**src/rtl/keyboard_op_decoder.sv**
```systemverilog
// PS/2 keyboard receiver and scancode-to-game-operation decoder with ready/read_fin handshake.
// Define KEYBOARD_ARROW_EN to also map the E0-prefixed arrow keys onto W/A/S/D.
module keyboard_op_decoder #(
    parameter int unsigned FILTER_LEN     = 4,
    parameter int unsigned TIMEOUT_CYCLES = 50000,
    parameter int unsigned LOG2_TIMEOUT   = 16
) (
    input  logic       clock,
    input  logic       reset,
    input  logic       ps2_clock,
    input  logic       ps2_data,
    input  logic       keyboard_read_fin,
    output logic       keyboard_ready,
    output logic [2:0] keyboard_data,
    output logic       overrun
);

    localparam int unsigned FCW = $clog2(FILTER_LEN) + 1;

    typedef enum logic [1:0] {StIdle, StShift, StCheck} rx_state_e;

    logic [1:0]              clk_sync_q, dat_sync_q;
    logic                    clk_filt_q, dat_filt_q;
    logic [FCW-1:0]          clk_cnt_q, dat_cnt_q;
    logic                    fall_edge;

    rx_state_e               state_q, state_d;
    logic [3:0]              bit_cnt_q, bit_cnt_d;
    logic [9:0]              shreg_q, shreg_d;
    logic [LOG2_TIMEOUT-1:0] tcnt_q, tcnt_d;
    logic                    frame_ok;
    logic [7:0]              rx_byte;

    logic                    brk_q, brk_d, ext_q, ext_d;
    logic                    held_vld_q, held_vld_d, held_ext_q, held_ext_d;
    logic [2:0]              held_op_q, held_op_d;
    logic                    map_hit, held_match, produce;
    logic [2:0]              map_op;

    logic                    ready_q, ready_d, overrun_q, overrun_d;
    logic [2:0]              data_q, data_d;

    // Synchronise, then accept a new level only after FILTER_LEN consecutive differing samples.
    always_ff @(posedge clock or negedge reset) begin
        if (!reset) begin
            clk_sync_q <= 2'b11;
            dat_sync_q <= 2'b11;
            clk_filt_q <= 1'b1;
            dat_filt_q <= 1'b1;
            clk_cnt_q  <= '0;
            dat_cnt_q  <= '0;
        end else begin
            clk_sync_q <= {clk_sync_q[0], ps2_clock};
            dat_sync_q <= {dat_sync_q[0], ps2_data};
            if (clk_sync_q[1] == clk_filt_q) begin
                clk_cnt_q <= '0;
            end else if (clk_cnt_q == FCW'(FILTER_LEN - 1)) begin
                clk_filt_q <= clk_sync_q[1];
                clk_cnt_q  <= '0;
            end else begin
                clk_cnt_q <= clk_cnt_q + 1'b1;
            end
            if (dat_sync_q[1] == dat_filt_q) begin
                dat_cnt_q <= '0;
            end else if (dat_cnt_q == FCW'(FILTER_LEN - 1)) begin
                dat_filt_q <= dat_sync_q[1];
                dat_cnt_q  <= '0;
            end else begin
                dat_cnt_q <= dat_cnt_q + 1'b1;
            end
        end
    end

    assign fall_edge = clk_filt_q & ~clk_sync_q[1] & (clk_cnt_q == FCW'(FILTER_LEN - 1));
    assign rx_byte   = shreg_q[7:0];

    always_comb begin
        state_d   = state_q;
        bit_cnt_d = bit_cnt_q;
        shreg_d   = shreg_q;
        tcnt_d    = tcnt_q;
        frame_ok  = 1'b0;
        unique case (state_q)
            StIdle: begin
                tcnt_d = '0;
                if (fall_edge && !dat_filt_q) begin
                    state_d   = StShift;
                    bit_cnt_d = '0;
                end
            end
            StShift: begin
                // A falling edge takes priority over an expiring timeout.
                if (fall_edge) begin
                    tcnt_d    = '0;
                    shreg_d   = {dat_filt_q, shreg_q[9:1]};
                    bit_cnt_d = bit_cnt_q + 4'd1;
                    if (bit_cnt_q == 4'd9) state_d = StCheck;
                end else if (tcnt_q == LOG2_TIMEOUT'(TIMEOUT_CYCLES - 1)) begin
                    state_d = StIdle;
                end else begin
                    tcnt_d = tcnt_q + 1'b1;
                end
            end
            StCheck: begin
                frame_ok = (^shreg_q[8:0]) & shreg_q[9];
                state_d  = StIdle;
            end
            default: state_d = StIdle;
        endcase
    end

    always_comb begin
        map_hit = 1'b0;
        map_op  = 3'b000;
        if (!ext_q) begin
            case (rx_byte)
                8'h1D:   begin map_hit = 1'b1; map_op = 3'b000; end
                8'h1C:   begin map_hit = 1'b1; map_op = 3'b001; end
                8'h1B:   begin map_hit = 1'b1; map_op = 3'b010; end
                8'h23:   begin map_hit = 1'b1; map_op = 3'b011; end
                8'h29:   begin map_hit = 1'b1; map_op = 3'b100; end
                8'h1A:   begin map_hit = 1'b1; map_op = 3'b101; end
                default: ;
            endcase
        end
`ifdef KEYBOARD_ARROW_EN
        else begin
            case (rx_byte)
                8'h75:   begin map_hit = 1'b1; map_op = 3'b000; end
                8'h6B:   begin map_hit = 1'b1; map_op = 3'b001; end
                8'h72:   begin map_hit = 1'b1; map_op = 3'b010; end
                8'h74:   begin map_hit = 1'b1; map_op = 3'b011; end
                default: ;
            endcase
        end
`endif
    end

    // Arrow keys are held as distinct keys from the letters via held_ext.
    assign held_match = held_vld_q && (held_ext_q == ext_q) && (held_op_q == map_op);

    always_comb begin
        brk_d      = brk_q;
        ext_d      = ext_q;
        held_vld_d = held_vld_q;
        held_ext_d = held_ext_q;
        held_op_d  = held_op_q;
        produce    = 1'b0;
        if (frame_ok) begin
            if (rx_byte == 8'hF0) begin
                brk_d = 1'b1;
            end else if (rx_byte == 8'hE0) begin
                ext_d = 1'b1;
            end else begin
                brk_d = 1'b0;
                ext_d = 1'b0;
                if (map_hit) begin
                    if (brk_q) begin
                        if (held_match) held_vld_d = 1'b0;
                    end else if (!held_match) begin
                        held_vld_d = 1'b1;
                        held_ext_d = ext_q;
                        held_op_d  = map_op;
                        produce    = 1'b1;
                    end
                end
            end
        end
    end

    always_comb begin
        ready_d   = ready_q;
        data_d    = data_q;
        overrun_d = 1'b0;
        if (ready_q && keyboard_read_fin) ready_d = 1'b0;
        if (produce) begin
            if (!ready_q && !keyboard_read_fin) begin
                ready_d = 1'b1;
                data_d  = map_op;
            end else begin
                overrun_d = 1'b1;
            end
        end
    end

    always_ff @(posedge clock or negedge reset) begin
        if (!reset) begin
            state_q    <= StIdle;
            bit_cnt_q  <= '0;
            shreg_q    <= '0;
            tcnt_q     <= '0;
            brk_q      <= 1'b0;
            ext_q      <= 1'b0;
            held_vld_q <= 1'b0;
            held_ext_q <= 1'b0;
            held_op_q  <= 3'b000;
            ready_q    <= 1'b0;
            data_q     <= 3'b110;
            overrun_q  <= 1'b0;
        end else begin
            state_q    <= state_d;
            bit_cnt_q  <= bit_cnt_d;
            shreg_q    <= shreg_d;
            tcnt_q     <= tcnt_d;
            brk_q      <= brk_d;
            ext_q      <= ext_d;
            held_vld_q <= held_vld_d;
            held_ext_q <= held_ext_d;
            held_op_q  <= held_op_d;
            ready_q    <= ready_d;
            data_q     <= data_d;
            overrun_q  <= overrun_d;
        end
    end

    assign keyboard_ready = ready_q;
    assign keyboard_data  = data_q;
    assign overrun        = overrun_q;

endmodule

```
**config.mk**
```make
export PLATFORM = sky130hd
export DESIGN_NAME = keyboard_op_decoder
export DESIGN_NICKNAME = d
export VERILOG_FILES = /design/src/rtl/keyboard_op_decoder.sv
export SDC_FILE = /design/constraint.sdc
export NUM_CORES = 1
export LEC_CHECK = 0
export ABC_AREA = 0
export CORE_ASPECT_RATIO = 1.1
export CORE_MARGIN = 10
export CORE_UTILIZATION = 60
export CTS_BUF_LIST = sky130_fd_sc_hd__clkbuf_8 sky130_fd_sc_hd__clkbuf_16
export DETAILED_ROUTE_END_ITERATION = 10
export GPL_ROUTABILITY_DRIVEN = 0
export PLACE_DENSITY_LB_ADDON = 0.2
export SETUP_SLACK_MARGIN = 0.4
export SLEW_MARGIN = 15
export SYNTH_ARGS = -nofsm -noshare
export SYNTH_HDL_FRONTEND = slang
export SYNTH_SLANG_ARGS = --single-unit
```
**constraint.sdc**
```tcl
create_clock -name clock -period 7 [get_ports clock]
set_input_delay 1.4 -clock clock [delete_from_list [all_inputs] [get_ports clock]]
set_output_delay 1.4 -clock clock [all_outputs]
set_load 0.02 [all_outputs]
```
Word-level counts from Yosys, hierarchy flattened
Cells that the tools add are included.
{"block": "classes", "add_sub_neg": 4, "n_eq_ne": 26, "muxes": 37, "bitwise_logic": 10, "reduce_logical": 23}
{"cell": "$eq 8x5->1 const B", "n": 4}
{"cell": "$mux 16", "n": 2}
{"cell": "$pmux 16 s2", "n": 1}
{"cell": "$mux 1", "n": 20}
{"cell": "$add 16x1->16 const B", "n": 1}
{"cell": "$eq 16x16->1 const B", "n": 1}
{"cell": "$eq 8x6->1 const B", "n": 2}
{"cell": "$eq 8x8->1 const B", "n": 2}
{"cell": "$mux 3", "n": 5}
{"cell": "$pmux 3 s5", "n": 1}
{"cell": "$reduce_and 2->1", "n": 7}
{"cell": "$reduce_and 6->1", "n": 2}
{"cell": "$ne 3x3->1 const B", "n": 3}
{"cell": "$reduce_xor 9->1", "n": 1}
{"cell": "$mux 2", "n": 4}
{"cell": "$mux 4", "n": 2}
{"cell": "$ne 2x2->1 const B", "n": 4}
{"cell": "$pmux 4 s2", "n": 1}
{"cell": "$not 1->1", "n": 7}
{"cell": "$add 3x1->3 const B", "n": 2}
{"cell": "$eq 3x2->1 const B", "n": 2}
{"cell": "$reduce_and 3->1", "n": 2}
{"cell": "$reduce_or 6->1", "n": 1}
{"cell": "$logic_and 1x1->1", "n": 5}
{"cell": "12 further kinds", "n": 18}
{"block": "totals", "ff_bits": 56, "input_bits": 5, "out_inout_bits": 5, "elab_cells": 118}

Longest topological paths before layout
{"block": "depth", "word_depth": 12, "depth_mapped": 10, "ltp_nobuf": 8}

Worst setup path after synthesis
No wires, ideal clock.
{"block": "synth_timing", "kind": "reg2reg", "start": "register shreg_q[1]", "end": "register data_q[0], in the netlist keyboard_data[0]", "setup_time_ps": 125, "arrival_ps": 2198, "t_required_ps": 6875, "path_slack_ps": 4677, "stages_incl_launch_ff": 9, "n_path_buf": 0, "period_less_slack_ps": 2323, "cell_sequence": "dfrtp_1 inv_1 ha_1 xnor3_1 xnor2_2 nand4b_4 nor3_2 and3_4 mux2_4"}
{"block": "synth_between", "elab_chain_cells": 12, "word_cells_on_any_way": 25, "classes_between": "eq/ne: 9; mux: 11; bitwise: 1; reduce/logical: 4"}
{"item": "from (decl)", "line_no": "29", "source": "logic [9:0] shreg_q, shreg_d;"}
{"item": "from (signal assigned)", "line_no": "203", "source": "shreg_q <= shreg_d;"}
{"item": "$eq 8x5->1 / $eq 8x6->1 (equally long branches)", "line_no": "116", "source": "case (rx_byte)"}
{"item": "$pmux 3 s5", "line_no": "116"}
{"item": "$mux 3", "line_no": "115", "source": "if (!ext_q) begin"}
{"item": "$eq 3x3->1", "line_no": "140", "source": "assign held_match = held_vld_q && (held_ext_q == ext_q) && (held_op_q == map_op);"}
{"item": "$logic_and 1x1->1", "line_no": "140"}
{"item": "$mux 1", "line_no": "160", "source": "end else if (!held_match) begin"}
{"item": "$mux 1", "line_no": "158", "source": "if (brk_q) begin"}
{"item": "$mux 1", "line_no": "157", "source": "if (map_hit) begin"}
{"item": "$mux 1", "line_no": "152", "source": "end else if (rx_byte == 8'hE0) begin"}
{"item": "$mux 1", "line_no": "150", "source": "if (rx_byte == 8'hF0) begin"}
{"item": "$mux 1", "line_no": "149", "source": "if (frame_ok) begin"}
{"item": "$reduce_and 2->1 (no line)"}
{"item": "to (signal assigned)", "line_no": "211", "source": "data_q <= data_d;"}
{"item": "to (decl)", "line_no": "41", "source": "logic [2:0] data_q, data_d;"}
Several ways; a longest one is shown, not always the timed one.
A chain may end at the register's enable or synchronous reset.

Final worst setup path
{"block": "layout_timing", "start": "register data_q[2], in the netlist keyboard_data[2]", "end": "output keyboard_data[2]"}
{"item": "to (decl)", "line_no": "14", "source": "output logic [2:0] keyboard_data,"}
No word-level cell between the ends.

==> summary.log <==
[clock_tree] Clock Tree Root clkbuf_8
[clock_tree] clock slew at reported path FFs 0.10 ns
[sta] slew at the pin closest to its max-slew limit 1.15 ns
[power_and_ir_drop] cell area power density 218 mW/mm2
[synth] number of flip-flops and latches in the synthesized netlist 56
[clock_tree] clock insertion delay at the later pin of the skew report 0.31 ns
[global_routing] pin count of the biggest net entering global routing 57
[synth] ranking of synthesized cells by area dfrtp_1 41%, ha_1 7.7%, dfstp_2 7.2%
[sta] final setup vio count 0
[drt] total vias in the final route 2131
[worst_setup_path] required time worst endpoint 5.60 ns
[drt] length of the first detailed-routing pass in iterations 4
[finish] share of post-route cells with drive strength above 1 0.102
[worst_setup_path] standard cell with the maximum stage delay on the critical path clkdlybuf4s50_1
[synth] per-instance average area after synthesis 9.99 um2
[clock_tree] Max Root-Sink Buffers 2
[place] DPL Wire Length 3.69 mm
[synth] count of cell types in the netlist 53
[die] Core Rows 26
[drt] average wire per cell in the routed design 14.1 um
[power_and_ir_drop] portion of total power attributed to sequential cells 0.538
[synth] leading area contributor after synthesis dfrtp_1
[finish] Antenna Cells 0
[sta] final worst path period share 0.408
[die] Starting Density 0.627
[sta] fmax 0.350 GHz
[synth] sequential fraction of the synthesis area 0.480
[worst_setup_path] type of destination of the critical path output port
[finish] net total in the final layout 327
[sta] Worst Slack Setup Final 4.14 ns
[synth] Synth top cells by count 48 x dfrtp_1, 35 x nand2_1, 35 x o21ai_0
[finish] number of fillers in the final layout 375
[worst_setup_path] largest incremental delay on the critical path 0.60 ns
[synth] Syn Std Cell Area 0.00294 mm2
[power_and_ir_drop] leak pwr 0.00141 uW
[global_routing] total global-route track usage 0.136
[clock_tree] post-cts gate resize count 0
[die] Core Footprint 0.00468 mm2
[run] number of violations of the max-capacitance limit 0
[worst_setup_path] Worst Setup Start Kind register
[worst_setup_path] Critical Path Fanout Max 2
[global_routing] number of antenna violations at the first check in global routing 0
[worst_setup_path] family with the most delay on the worst path buffers and inverters
[sta] Final Skew 0.00492 ns
[sta] worst max-slew margin expressed relative to the limit 0.230
[synth] dominant cell by count in the synthesized netlist dfrtp_1
[global_routing] overflow left after global routing 0
[die] height of the die 93.4 um
[place] total of buffers placed on input and output ports 9
[drt] via count normalized by instance count 5.90
[clock_tree] number of clock sinks 56
[synth] cell count after synthesis 294
[synth] Yosys warning count 0
[power_and_ir_drop] share of total power in combinational logic 0.159
[clock_tree] TritonCTS Buffers 5
[sta] clock period minus worst slack 2.86 ns
[sta] Fin. Hold Viols 0
[power_and_ir_drop] overall power of the completed layout 691 uW
[die] area enclosed by the die boundary 0.00810 mm2
[min_path] type of the most critical hold path reg -> reg
[global_routing] first-pass GRT wire length 9.24 mm
[finish] area delta synth->final 8.05%
[drt] DRC viols 0
[clock_tree] TritonCTS clock tree built
[drt] WL final 5.09 mm
[drt] number of violations reported at the end of detailed-routing iteration 0 83
[synth] Primary FF master, synth dfrtp_1
[clock_tree] Max H-tree Level 2
[worst_setup_path] sequence of cells on the critical path clkdlybuf4s50_1
[power_and_ir_drop] switching component of the power 192 uW
[worst_setup_path] Worst EP arrival 1.46 ns
[synth] Async S/R FF share, synth 1.00
[sta] final-layout setup total negative slack 0 ns
[place] pre-CTS setup slack 4.38 ns
[clock_tree] Hold-fix buffers, CTS 0
[global_routing] vias in the first global route 2106
[power_and_ir_drop] clock network power share 0.304
[power_and_ir_drop] Power Internal 499 uW
[worst_setup_path] worst path buffer plus inverter count 1
[die] number of top-level pins 10
[worst_setup_path] critical path start-end classification reg -> out
[drt] antenna violation net count after detailed routing 0
[sta] RSZ-0062 raised after global routing false
[synth] number of synthesized flops with an enable pin 0
[synth] top cell type's share of synthesized area 0.409
[power_and_ir_drop] peak ir drop on the vdd network 0.000144 V
[die] Die W 86.7 um
[synth] Syn Nets 317
[power_and_ir_drop] net switching fraction of the power 0.277
[sta] Final Max Slew Viols 0
[clock_tree] setup bufs post-CTS 0
[status] outcome finished clean
==> power by group through the flow <==
stage          clock (uW)  sequential (uW)  combinational [uW]
5_1_grt               228              375                 127
2_1_floorplan           0              372                85.5
3_5_place_dp            0              378                 111
4_1_cts               218              372                 111
6_report              210              372                 110
3_3_place_gp            0              376                 107
==> cells by family after synthesis <==
kind of cell | share of synthesized area
mux | 0.0375
flops | 0.480
buf+inv | 0.0294
xor+xnor | 0.0311
simple gates | 0.221
compound gates | 0.124
fa+ha+maj | 0.0767
==> area by class of cell <==
type | instances | area, um2 | share of cell area
clock buffer | 5 | 68.8 | 0.0217
tap | 56 | 70.1 | 0.0221
timing repair buffer | 10 | 92.6 | 0.0292
clock inverter | 3 | 42.5 | 0.0134
multi-input combinational | 218 | 1440 | 0.454
inverter | 13 | 48.8 | 0.0154
sequential | 56 | 1410 | 0.445
==> layout by cell type (no fill, tap or decap), drive strengths merged, types with 3 or more instances in the layout <==
master         netlist  layout
nand4                5       5
o21ai               37      37
clkbuf               3       5
nand3                9       9
nor3b                3       3
nor2b                3       3
nand2b               4       4
dfrtp               48      48
o31ai                6       6
xor2                 4       4
clkdlybuf4s50        0       8
inv                 13      15
or4                  3       3
nor3                 8       8
nand2               36      36
mux2                 7       7
a21oi                5       5
nor2                27      27
a31oi                4       4
xnor2                3       3
ha                  18      18
nor4                 3       3
and3                 7       7
dfstp                8       8
a22oi                3       3
==> sequential cells by signal, indices dropped and copies added, names as in the netlist <==
signal          count
tcnt_q             16
brk_q               1
dat_cnt_q           3
clk_filt_q          1
dat_filt_q          1
held_op_q           3
held_ext_q          1
keyboard_ready      1
clk_cnt_q           3
ext_q               1
bit_cnt_q           4
clk_sync_q          2
keyboard_data       3
state_q             2
shreg_q            10
dat_sync_q          2
held_vld_q          1
overrun             1
==> layer usage <==
metal | vias to the layer above | GRT usage | share of wire
li1 | 1059 | - | -
met2 | 29 | 0.238 | 0.50
met3 | 5 | 0.0295 | 0.028
met4 | 0 | 0.0459 | 0.013
met1 | 1038 | 0.161 | 0.45
met5 | - | 0 | 0
==> metrics by stage <==
| stage | utilization | std cells | hold slack (ns) | cell area (um2) |
|---|---|---|---|---|
| floorplan | - | 294 | 0.345 | 2940 |
| global placement | 0.654 | 353 | 0.346 | 3060 |
| detailed placement | 0.654 | 353 | 0.347 | 3060 |
| CTS | 0.678 | 361 | 0.362 | 3170 |
| global route | 0.678 | 361 | 0.365 | 3170 |
| finish | 0.678 | 361 | 0.360 | 3170 |
==> worst paths after layout <==
path,from,endpoint,slack [ns],depth (start not counted)
worst min register to register,clk_sync_q[0]$_DFF_PN1_,clk_sync_q[1]$_DFF_PN1_,0.36,0
worst max-delay path,keyboard_data[2]$_DFFE_PN1P_,keyboard_data[2],4.14,1
max in group asynchronous,reset,tcnt_q[13]$_DFFE_PN0P_,5.34,2
worst min-delay path,clk_sync_q[0]$_DFF_PN1_,clk_sync_q[1]$_DFF_PN1_,0.36,0
min in group asynchronous,reset,keyboard_data[0]$_DFFE_PN0P_,1.21,2
worst max register to register,shreg_q[1]$_DFFE_PN0P_,keyboard_data[0]$_DFFE_PN0P_,4.54,8
Note: power is estimated with default switching activity, not from simulation.
